--- config.mk ---
export PLATFORM = sky130hd
export DESIGN_NAME = viterbi_dec_k3_flat
export DESIGN_NICKNAME = d
export VERILOG_FILES = /design/src/rtl/viterbi_dec_k3_if.sv /design/src/rtl/viterbi_dec_k3.sv /design/src/flat_wrapper.sv
export SDC_FILE = /design/constraint.sdc
export NUM_CORES = 1
export LEC_CHECK = 0
export ABC_AREA = 0
export CAP_MARGIN = 20
export CORE_MARGIN = 4
export CORE_UTILIZATION = 51
export CTS_CLUSTER_SIZE = 8
export DETAILED_ROUTE_END_ITERATION = 12
export PLACE_DENSITY_LB_ADDON = 0.1
export SYNTH_ARGS = -nofsm -noshare
export SYNTH_HDL_FRONTEND = slang
export SYNTH_SLANG_ARGS = --single-unit
--- constraint.sdc ---
create_clock -name clk -period 9.5 [get_ports clk]
set_input_delay 2.85 -clock clk [delete_from_list [all_inputs] [get_ports clk]]
set_output_delay 2.85 -clock clk [all_outputs]
set_load 0.01 [all_outputs]
--- src/rtl/viterbi_dec_k3_if.sv ---
// Symbol/decision bus of the K=3 hard-decision Viterbi decoder.
// master = symbol source (deinterleaver side), slave = decoder.
interface viterbi_dec_k3_if #(
    parameter int PM_W = 6
);
    logic            sync_clr;
    logic            in_valid;
    logic [1:0]      data_in;
    logic            out_valid;
    logic            data_out;
    logic [PM_W-1:0] metric_min;

    modport master (
        output sync_clr, in_valid, data_in,
        input  out_valid, data_out, metric_min
    );

    modport slave (
        input  sync_clr, in_valid, data_in,
        output out_valid, data_out, metric_min
    );
endinterface

--- src/rtl/viterbi_dec_k3.sv ---
// Hard-decision Viterbi decoder, rate 1/2, K=3 (G0=111, G1=101),
// register-exchange survivor memory of TB_DEPTH symbols.
module viterbi_dec_k3 #(
    parameter int TB_DEPTH = 16,
    parameter int PM_W     = 6
) (
    input logic             clk,
    input logic             rst_n,
    viterbi_dec_k3_if.slave bus
);

    localparam int CNT_W = $clog2(TB_DEPTH + 1);
    localparam logic [PM_W-1:0]  PM_INIT = {2'b01, {(PM_W-2){1'b0}}};
    localparam logic [CNT_W-1:0] CNT_MAX = CNT_W'(TB_DEPTH);
    localparam logic [CNT_W-1:0] CNT_OUT = CNT_W'(TB_DEPTH - 1);

    logic [PM_W-1:0]     pm_q   [4];
    logic [PM_W-1:0]     pm_d   [4];
    logic [TB_DEPTH-1:0] path_q [4];
    logic [TB_DEPTH-1:0] path_d [4];
    logic [CNT_W-1:0]    cnt_q, cnt_d;
    logic                out_valid_q, out_valid_d;
    logic                data_out_q, data_out_d;
    logic [PM_W-1:0]     metric_min_q, metric_min_d;

    // ACS scratch
    logic [PM_W-1:0]     pm_new   [4];
    logic [TB_DEPTH-1:0] path_new [4];
    logic [PM_W-1:0]     cand0, cand1, min_v;
    logic [1:0]          pred0, pred1, best;
    logic                bit_a, bit_b, all_msb;

    // Hamming distance between the received symbol and the branch label
    function automatic logic [1:0] branch_metric(
        input logic [1:0] sym,
        input logic       a,
        input logic       b,
        input logic       c
    );
        logic c0, c1;
        c0 = a ^ b ^ c;
        c1 = a ^ c;
        return {1'b0, sym[1] ^ c0} + {1'b0, sym[0] ^ c1};
    endfunction

    // Add-compare-select, normalisation, best-state pick and next-state selection
    always_comb begin
        pm_d         = pm_q;
        path_d       = path_q;
        cnt_d        = cnt_q;
        out_valid_d  = 1'b0;
        data_out_d   = data_out_q;
        metric_min_d = metric_min_q;
        pm_new       = pm_q;
        path_new     = path_q;
        cand0        = '0;
        cand1        = '0;
        pred0        = '0;
        pred1        = '0;
        bit_a        = 1'b0;
        bit_b        = 1'b0;

        for (int unsigned ns = 0; ns < 4; ns++) begin
            bit_a = 1'(ns >> 1);
            bit_b = 1'(ns);
            pred0 = {bit_b, 1'b0};
            pred1 = {bit_b, 1'b1};
            cand0 = pm_q[pred0] + PM_W'(branch_metric(bus.data_in, bit_a, bit_b, 1'b0));
            cand1 = pm_q[pred1] + PM_W'(branch_metric(bus.data_in, bit_a, bit_b, 1'b1));
            // ties resolve toward the {b,0} predecessor
            if (cand1 < cand0) begin
                pm_new[ns]   = cand1;
                path_new[ns] = {path_q[pred1][TB_DEPTH-2:0], bit_a};
            end else begin
                pm_new[ns]   = cand0;
                path_new[ns] = {path_q[pred0][TB_DEPTH-2:0], bit_a};
            end
        end

        // metrics only ever climb; once all four sit in the top half, drop them together
        all_msb = pm_new[0][PM_W-1] & pm_new[1][PM_W-1] &
                  pm_new[2][PM_W-1] & pm_new[3][PM_W-1];
        if (all_msb) begin
            for (int unsigned i = 0; i < 4; i++) begin
                pm_new[i][PM_W-1] = 1'b0;
            end
        end

        min_v = pm_new[0];
        best  = 2'd0;
        for (int unsigned i = 1; i < 4; i++) begin
            if (pm_new[i] < min_v) begin
                min_v = pm_new[i];
                best  = 2'(i);
            end
        end

        if (bus.sync_clr) begin
            pm_d         = '{'0, PM_INIT, PM_INIT, PM_INIT};
            path_d       = '{default: '0};
            cnt_d        = '0;
            data_out_d   = 1'b0;
            metric_min_d = '0;
        end else if (bus.in_valid) begin
            pm_d         = pm_new;
            path_d       = path_new;
            metric_min_d = min_v;
            out_valid_d  = (cnt_q >= CNT_OUT);
            data_out_d   = path_new[best][TB_DEPTH-1];
            if (cnt_q != CNT_MAX) begin
                cnt_d = cnt_q + CNT_W'(1);
            end
        end
    end

    // State registers with asynchronous reset to the known start state 00
    always_ff @(posedge clk or negedge rst_n) begin
        if (!rst_n) begin
            pm_q         <= '{'0, PM_INIT, PM_INIT, PM_INIT};
            path_q       <= '{default: '0};
            cnt_q        <= '0;
            out_valid_q  <= 1'b0;
            data_out_q   <= 1'b0;
            metric_min_q <= '0;
        end else begin
            pm_q         <= pm_d;
            path_q       <= path_d;
            cnt_q        <= cnt_d;
            out_valid_q  <= out_valid_d;
            data_out_q   <= data_out_d;
            metric_min_q <= metric_min_d;
        end
    end

    assign bus.out_valid  = out_valid_q;
    assign bus.data_out   = data_out_q;
    assign bus.metric_min = metric_min_q;

endmodule

--- src/flat_wrapper.sv ---
// flat-port wrapper written by rule: the top's interface ports become plain ports
module viterbi_dec_k3_flat 
#(
    parameter int TB_DEPTH = 16,
    parameter int PM_W     = 6
)
  (clk, rst_n, bus_sync_clr, bus_in_valid, bus_data_in, bus_out_valid, bus_data_out, bus_metric_min);
  viterbi_dec_k3_if #(.PM_W(PM_W)) bus_i ();
  input logic clk;
  input logic rst_n;
  input wire logic [$bits(bus_i.sync_clr)-1:0] bus_sync_clr;
  input wire logic [$bits(bus_i.in_valid)-1:0] bus_in_valid;
  input wire logic [$bits(bus_i.data_in)-1:0] bus_data_in;
  output wire logic [$bits(bus_i.out_valid)-1:0] bus_out_valid;
  output wire logic [$bits(bus_i.data_out)-1:0] bus_data_out;
  output wire logic [$bits(bus_i.metric_min)-1:0] bus_metric_min;
  assign bus_i.sync_clr = bus_sync_clr;
  assign bus_i.in_valid = bus_in_valid;
  assign bus_i.data_in = bus_data_in;
  assign bus_out_valid = bus_i.out_valid;
  assign bus_data_out = bus_i.data_out;
  assign bus_metric_min = bus_i.metric_min;
  viterbi_dec_k3 #(.TB_DEPTH(TB_DEPTH), .PM_W(PM_W)) u_core (.clk(clk), .rst_n(rst_n), .bus(bus_i));
endmodule
**Word level (Yosys, flattened, before mapping)**

Cells that the tools add are included.

- Equality and inequality tests: 1
- Multiplexer cells: 34
- Reductions and logical operators: 3
- $add $sub $neg: 13
- Bitwise logic cells: 6
- $lt $le $gt $ge: 9

Operators with widths:

| cell | number |
|---|---|
| two-way mux 63 bit | 2 |
| two-way mux 16 bit | 6 |
| two-way mux 6 bit | 9 |
| adder 6 x 2 -> 6 bit | 8 |
| two-way mux 24 bit | 2 |
| less-than comparator 6 bit | 7 |
| binary-select mux 16 bit (select 2 bit) | 1 |
| two-way mux 5 bit | 3 |
| two-way mux 1 bit | 9 |
| adder 1 x 1 -> 2 bit | 4 |
| adder 5 x 1 -> 5 bit, second input constant | 1 |
| >= comparator 5 x 4 -> 1 bit, second input constant | 1 |
| inequality test 5 bit, second input constant | 1 |
| two-way mux 2 bit | 2 |
| nonzero test 2 bit | 2 |
| AND 1 bit | 3 |
| >= comparator 3 bit, second input constant | 1 |
| NOT 2 -> 3 bit | 1 |
| NOT 1 bit | 2 |
| AND reduction 2 bit | 1 |

- Bits in registers: 97
- Output and inout bits: 8
- Word-level logic and storage cells: 78
- Bits of input ports: 6

**Longest topological paths before layout**

- Depth in word-level cells: 21
- Mapped depth: 46
- Depth with buffers taken out: 43

**Least setup slack after synthesis**

OpenSTA, ideal clock, no wires.

- Path type: input -> register
- From: input port bus_data_in[0]
- To: register u_core.data_out_q (netlist: u_core.bus.data_out)
- Library setup time: 96 ps
- Slack: -1098 ps
- Required time: 9404 ps
- Path buffers: 3
- Arrival: 10503 ps
- Stages: 43
- Cells stage by stage: inv_1 -> ha_1 -> inv_1 -> ha_1 -> ha_1 -> a21oi_1 -> xnor2_1 -> inv_1 -> ha_1 -> a21o_1 -> a31oi_1 -> o21a_1 -> buf_2 -> mux2i_1 -> and3_1 -> nand2_1 -> and2_1 -> ha_1 -> (+7 left out) -> ha_1 -> a21o_1 -> a21o_1 -> a21oi_1 -> o21a_1 -> a41oi_1 -> buf_2 -> mux2i_1 -> ha_1 -> a21oi_1 -> nor2b_1 -> o21ai_0 -> nand2b_1 -> nor2_1 -> mux2i_1 -> o31ai_2 -> nand2_1 -> a311oi_2

- Word-level cells in the longest chain between the ends: 21
- Elaborated cells on any way between the ends: 46
- Those cells by class: 12 x add/sub; 7 x order compare; 22 x mux; 5 x bitwise

RTL lines:

| element | RTL line | text |
|---|---|---|
| from (decl) | flat_wrapper.sv:13 | `input wire logic [$bits(bus_i.data_in)-1:0] bus_data_in;` |
| NOT 1 bit (no source line) | -- |  |
| adder 1 x 1 -> 2 bit | viterbi_dec_k3.sv:43 | `return {1'b0, sym[1] ^ c0} + {1'b0, sym[0] ^ c1};` |
| adder 6 x 2 -> 6 bit | viterbi_dec_k3.sv:69 | `cand1 = pm_q[pred1] + PM_W'(branch_metric(bus.data_in, bit_a, bit_b, 1'b1));` |
| less-than comparator 6 bit | viterbi_dec_k3.sv:71 | `if (cand1 < cand0) begin` |
| two-way mux 6 bit | viterbi_dec_k3.sv:71 |  |
| AND 1 bit (2 in a row) | viterbi_dec_k3.sv:81 | `all_msb = pm_new[0][PM_W-1] & pm_new[1][PM_W-1] &` |
| AND 1 bit | viterbi_dec_k3.sv:82 | `pm_new[2][PM_W-1] & pm_new[3][PM_W-1];` |
| two-way mux 1 bit | viterbi_dec_k3.sv:83 | `if (all_msb) begin` |
| (+3 left out) | -- |  |
| two-way mux 6 bit | viterbi_dec_k3.sv:92 | `if (pm_new[i] < min_v) begin` |
| less-than comparator 6 bit | viterbi_dec_k3.sv:92 |  |
| two-way mux 2 bit | viterbi_dec_k3.sv:92 |  |
| NOT 2 -> 3 bit (not written as such) | viterbi_dec_k3.sv:109 | `data_out_d = path_new[best][TB_DEPTH-1];` |
| binary-select mux 16 bit (select 2 bit) * | viterbi_dec_k3.sv:109 |  |
| two-way mux 16 bit (not written as such) * (2 in a row) | viterbi_dec_k3.sv:109 |  |
| two-way mux 1 bit * | viterbi_dec_k3.sv:104 | `end else if (bus.in_valid) begin` |
| two-way mux 1 bit * | viterbi_dec_k3.sv:98 | `if (bus.sync_clr) begin` |
| to (signal assigned) | viterbi_dec_k3.sv:130 | `data_out_q <= data_out_d;` |
| to (decl) | viterbi_dec_k3.sv:23 | `logic data_out_q, data_out_d;` |

Every way passes the cells marked *; elsewhere a longest branch is shown, timed or not. The select of a mux whose other input is x is not followed.
A chain may end at the register's enable or synchronous reset.

**Worst setup path in the final report**

- From: input port bus_data_in[0]
- To: register u_core.metric_min_q[4] (netlist: u_core.bus.metric_min[4])

- Word-level cells in the longest chain between the ends: 17
- Elaborated cells on any way between the ends: 36
- Those cells by class: 12 x add/sub; 7 x order compare; 13 x mux; 4 x bitwise

RTL lines:

| element | RTL line | text |
|---|---|---|
| NOT 1 bit (no source line) | -- |  |
| adder 1 x 1 -> 2 bit | viterbi_dec_k3.sv:43 |  |
| adder 6 x 2 -> 6 bit | viterbi_dec_k3.sv:69 |  |
| less-than comparator 6 bit | viterbi_dec_k3.sv:71 |  |
| two-way mux 6 bit | viterbi_dec_k3.sv:71 |  |
| AND 1 bit (2 in a row) | viterbi_dec_k3.sv:81 |  |
| AND 1 bit | viterbi_dec_k3.sv:82 |  |
| two-way mux 1 bit | viterbi_dec_k3.sv:83 |  |
| less-than comparator 6 bit | viterbi_dec_k3.sv:92 |  |
| two-way mux 6 bit | viterbi_dec_k3.sv:92 |  |
| less-than comparator 6 bit | viterbi_dec_k3.sv:92 |  |
| two-way mux 6 bit | viterbi_dec_k3.sv:92 |  |
| less-than comparator 6 bit | viterbi_dec_k3.sv:92 |  |
| two-way mux 6 bit * | viterbi_dec_k3.sv:92 |  |
| two-way mux 6 bit * | viterbi_dec_k3.sv:104 |  |
| two-way mux 6 bit * | viterbi_dec_k3.sv:98 |  |
| to (signal assigned) | viterbi_dec_k3.sv:131 | `metric_min_q <= metric_min_d;` |
| to (decl) | viterbi_dec_k3.sv:24 | `logic [PM_W-1:0] metric_min_q, metric_min_d;` |

Marked as above.

==> parameters.txt <==
Parameter                              Value

GRT
  Initial antenna violation count    0
  Pin count of the biggest net entering global routing    99
  GRT Total Usage    25.1%
  Total grt overflow    0
  First-pass GRT wire length    29700 um
  Vias in the first global route    roughly 6000

Synthesis
  Gate count after technology mapping    between 700 and 800
  Most frequently used cell type in the post-synthesis netlist    nor2_1
  Most numerous cell types in the synthesized netlist    nor2_1, dfrtp_1, mux2i_1, a211oi_1, ha_1
  Synthesized netlist net count    789
  Mean post-synth cell area    9.21 um2
  Post-synthesis async set-or-reset flop share    between 90% and 100%
  Ys Warns    0
  Top cells by area, synth    dfrtp_1, mux2i_1, ha_1, a211oi_1, nor2_1
  Post-synthesis sequential area ratio    between 30% and 40%
  Netlist cell types    65
  Cell type with the highest aggregate area in the netlist    dfrtp_1
  Number of synthesized flops with an enable pin    0
  Commonest register cell after synthesis    dfrtp_1
  Yosys reg bits    91
  Top cell type's share of synthesized area    roughly 33%
  Synthesized area    6690 um2

Pwr
  Cell area power density    approximately 430 nW/um2
  Leakage dissipation    approximately 4.2 nW
  Worst ir drop on vdd    around 0.36 mV

Clocking
  CTS sink count    approximately 90
  # hold bufs at CTS    0
  Clock tree from TritonCTS    built
  Maximum count of clock buffers along a single path    2
  Cts bufs inserted    9
  Number of levels in the clock H-tree    3
  CTS Root Buffer Type    clkbuf_16
  Clock transition time at the flip-flop clock pins of the worst setup and hold paths    approximately 0.070 ns
  Insertion delay of the later-clocked pin in the worst-skew pair    between 0.3 and 0.4 ns

Cells and area
  Cell Count, Final, Fillers Out    1032
  Share of layout cells above drive strength 1    roughly a third
  Design Area, Final    8870 um2
  # fillers    between 900 and 1000
  Area added between synthesis and finish    32.5%
  Antenna cell count    0
  Final layout net count    917

Critical path
  Path type of the worst setup path    in -> reg
  Crit path max-delay cell type    o31a_1
  Endpoint class of the critical path    register
  Stage delay of the slowest cell on the critical path    approximately 0.32 ns
  Worst Reg-to-Reg Cells    36
  Worst endpoint required time    between 9 and 10 ns
  Count of buffering cells on the critical path with inverters included    8
  Worst path top cell family by delay    compound AO/OA/AOI/OAI gates
  Signal arrival time at the worst endpoint    ~10 ns
  Most used cell along the critical path    ha_4
  Crit Path Max Fanout    5
  Count of cell instances traversed by the critical path    42
  Worst R2R Start    u_core.pm_q[13]$_DFFE_PN0P_
  Launching element of the worst setup path    bus_data_in[0]
  Sort of element at the start of the critical path    input port

Status
  Violated checks    setup timing
  Run status    complete, but fails checks

Floorplan
  Top-level port count    14
  Count of standard-cell rows    41
  Core Box Area    12700 um2
  Die Span Y    123 um
  Die Area    ~15000 um2
  Starting density of the core    between 50% and 60%
  Horizontal extent of the die    approximately 120 um

Timing
  Transition at the pin with the smallest max-transition slack    0.990 ns
  Highest Clock Rate    between 0.1 and 0.15 GHz
  Clock period minus worst slack    ~10 ns
  Worst clock skew    0.0111 ns
  Worst max-slew margin expressed relative to the limit    around 34%
  Final Cycle Share    105%
  Total of endpoints with negative setup slack in the final report    7
  Aggregate negative setup slack    -3.05 ns
  Setup repair after global routing missed its margin    yes
  Final Hold Violating Endpoints    0
  Final Max Tran Viols    0
  PnR worst setup slack    -0.489 ns

Route
  Routed wire length per instance    around 17 um
  DR pass1 iterations    4
  Total number of vias    just under 6000
  Via density per instance    approximately 5.6
  Total detailed-routing wirelength    17600 um
  DR iter-0 viols    approximately 340
  Antenna violation net count after detailed routing    0
  DRC    0

Placement
  Count of input and output buffers    13
  Placer congestion estimate    about 0.93
  Number of placed instances with taps included    between 900 and 1000
  Placed cell areas    roughly 8000 um2
  Detailed placer's ending HPWL    12200 um

Job
  Max_cap viols    0

Hold path
  Worst Hold Class    reg -> reg
  Number of cells on the worst hold path    2
  Min-Delay Startpoint    u_core.bus.metric_min[0]$_DFFE_PN0P_
==> state kept, by name (all words and copies together), names as in the netlist <==
name and count:
u_core.bus.out_valid 1, u_core.path_q 54, u_core.pm_q 24, u_core.cnt_q 5, u_core.bus.data_out 1, u_core.bus.metric_min 6
==> kinds of logic after synthesis <==
group / synth area share [%]
muxes: 12.8
xor gates and xnor gates: 5.22
and+or+nand+nor: 13.5
adders and majority gates: 10.6
DFF: 34.1
AOI/OAI and AO/OA: 18.2
buffers and inverters: 5.48
==> path summary, 6_finish.rpt <==
check                                                             to  slack (ns)
max in group asynchronous                u_core.pm_q[20]$_DFFE_PN0P_        5.95
worst min-delay path            u_core.bus.metric_min[0]$_DFFE_PN0P_        0.52
min in group asynchronous              u_core.path_q[52]$_DFFE_PN0P_        2.47
worst max register to register  u_core.bus.metric_min[4]$_DFFE_PN0P_        1.96
worst min register to register  u_core.bus.metric_min[0]$_DFFE_PN0P_        0.52
worst max-delay path            u_core.bus.metric_min[4]$_DFFE_PN0P_       -0.49
==> power by group <==
part	total, W	switching [W]	internal, W
registers	0.000501	0.0000624	0.000439
clock network	0.000406	0.000158	0.000248
logic	0.00295	0.00134	0.00161
==> through the flow <==
stage	setup slack, ns	util, %	total power, W	hold slack [ns]
after global routing	-0.812	69.7	0.00413	0.587
final	-0.489	69.7	0.00385	0.521
after detailed placement	-1.49	63.1	0.00285	0.523
after floorplan	-0.587	-	0.00189	0.466
after CTS	-0.278	68.1	0.00358	0.526
after global placement	-1.29	63.1	0.00280	0.479
==> worst register-to-register path: cells and delay by family, from the launching register on <==
family | cells | cell delay [ns]
buffers and inverters | 6 | 0.68
DFF | 1 | 0.62
AOI/OAI and AO/OA | 13 | 2.65
xor gates and xnor gates | 2 | 0.29
muxes | 4 | 0.80
and+or+nand+nor | 5 | 0.61
adders and majority gates | 6 | 1.72
==> final cells by class <==
class | count | area, um2 | share of cell area (%)
Clock inverter | 4 | 80.1 | 0.903
Tap cell | 172 | 215 | 2.43
Clock buffer | 12 | 256 | 2.89
Inverter | 41 | 165 | 1.86
Timing Repair Buffer | 164 | 1290 | 14.6
Sequential cell | 91 | 2280 | 25.7
Multi-Input combinational cell | 548 | 4580 | 51.7
==> cell usage in the layout (no fill, tap or decap), drive strengths merged, types with 12 or more instances in the layout <==
master / count
clkbuf: 12
nor2b: 13
inv: 41
buf: 156
a21o: 13
a21oi: 31
nor2: 115
a211oi: 63
dfrtp: 88
xnor2: 28
nand3: 12
mux2i: 81
ha: 56
nand2: 28
==> what timing repair did <==
item / 4_1_cts / 5_1_grt
pin swaps: 36 / 32
resized for setup: 49 / 33
setup buffers: 16 / 8
setup endpoints to repair: 7 / 7
==> metal layers <==
metal / routed length [um] / global-route usage, % / up-vias
met2: 8570 / 42.2 / 84
met5: 0 / 0 / -
li1: - / - / 2849
met1: 8000 / 32.7 / 2824
met4: 491 / 9.94 / 0
met3: 516 / 3.55 / 39
Power figures use the tool's default switching activity.
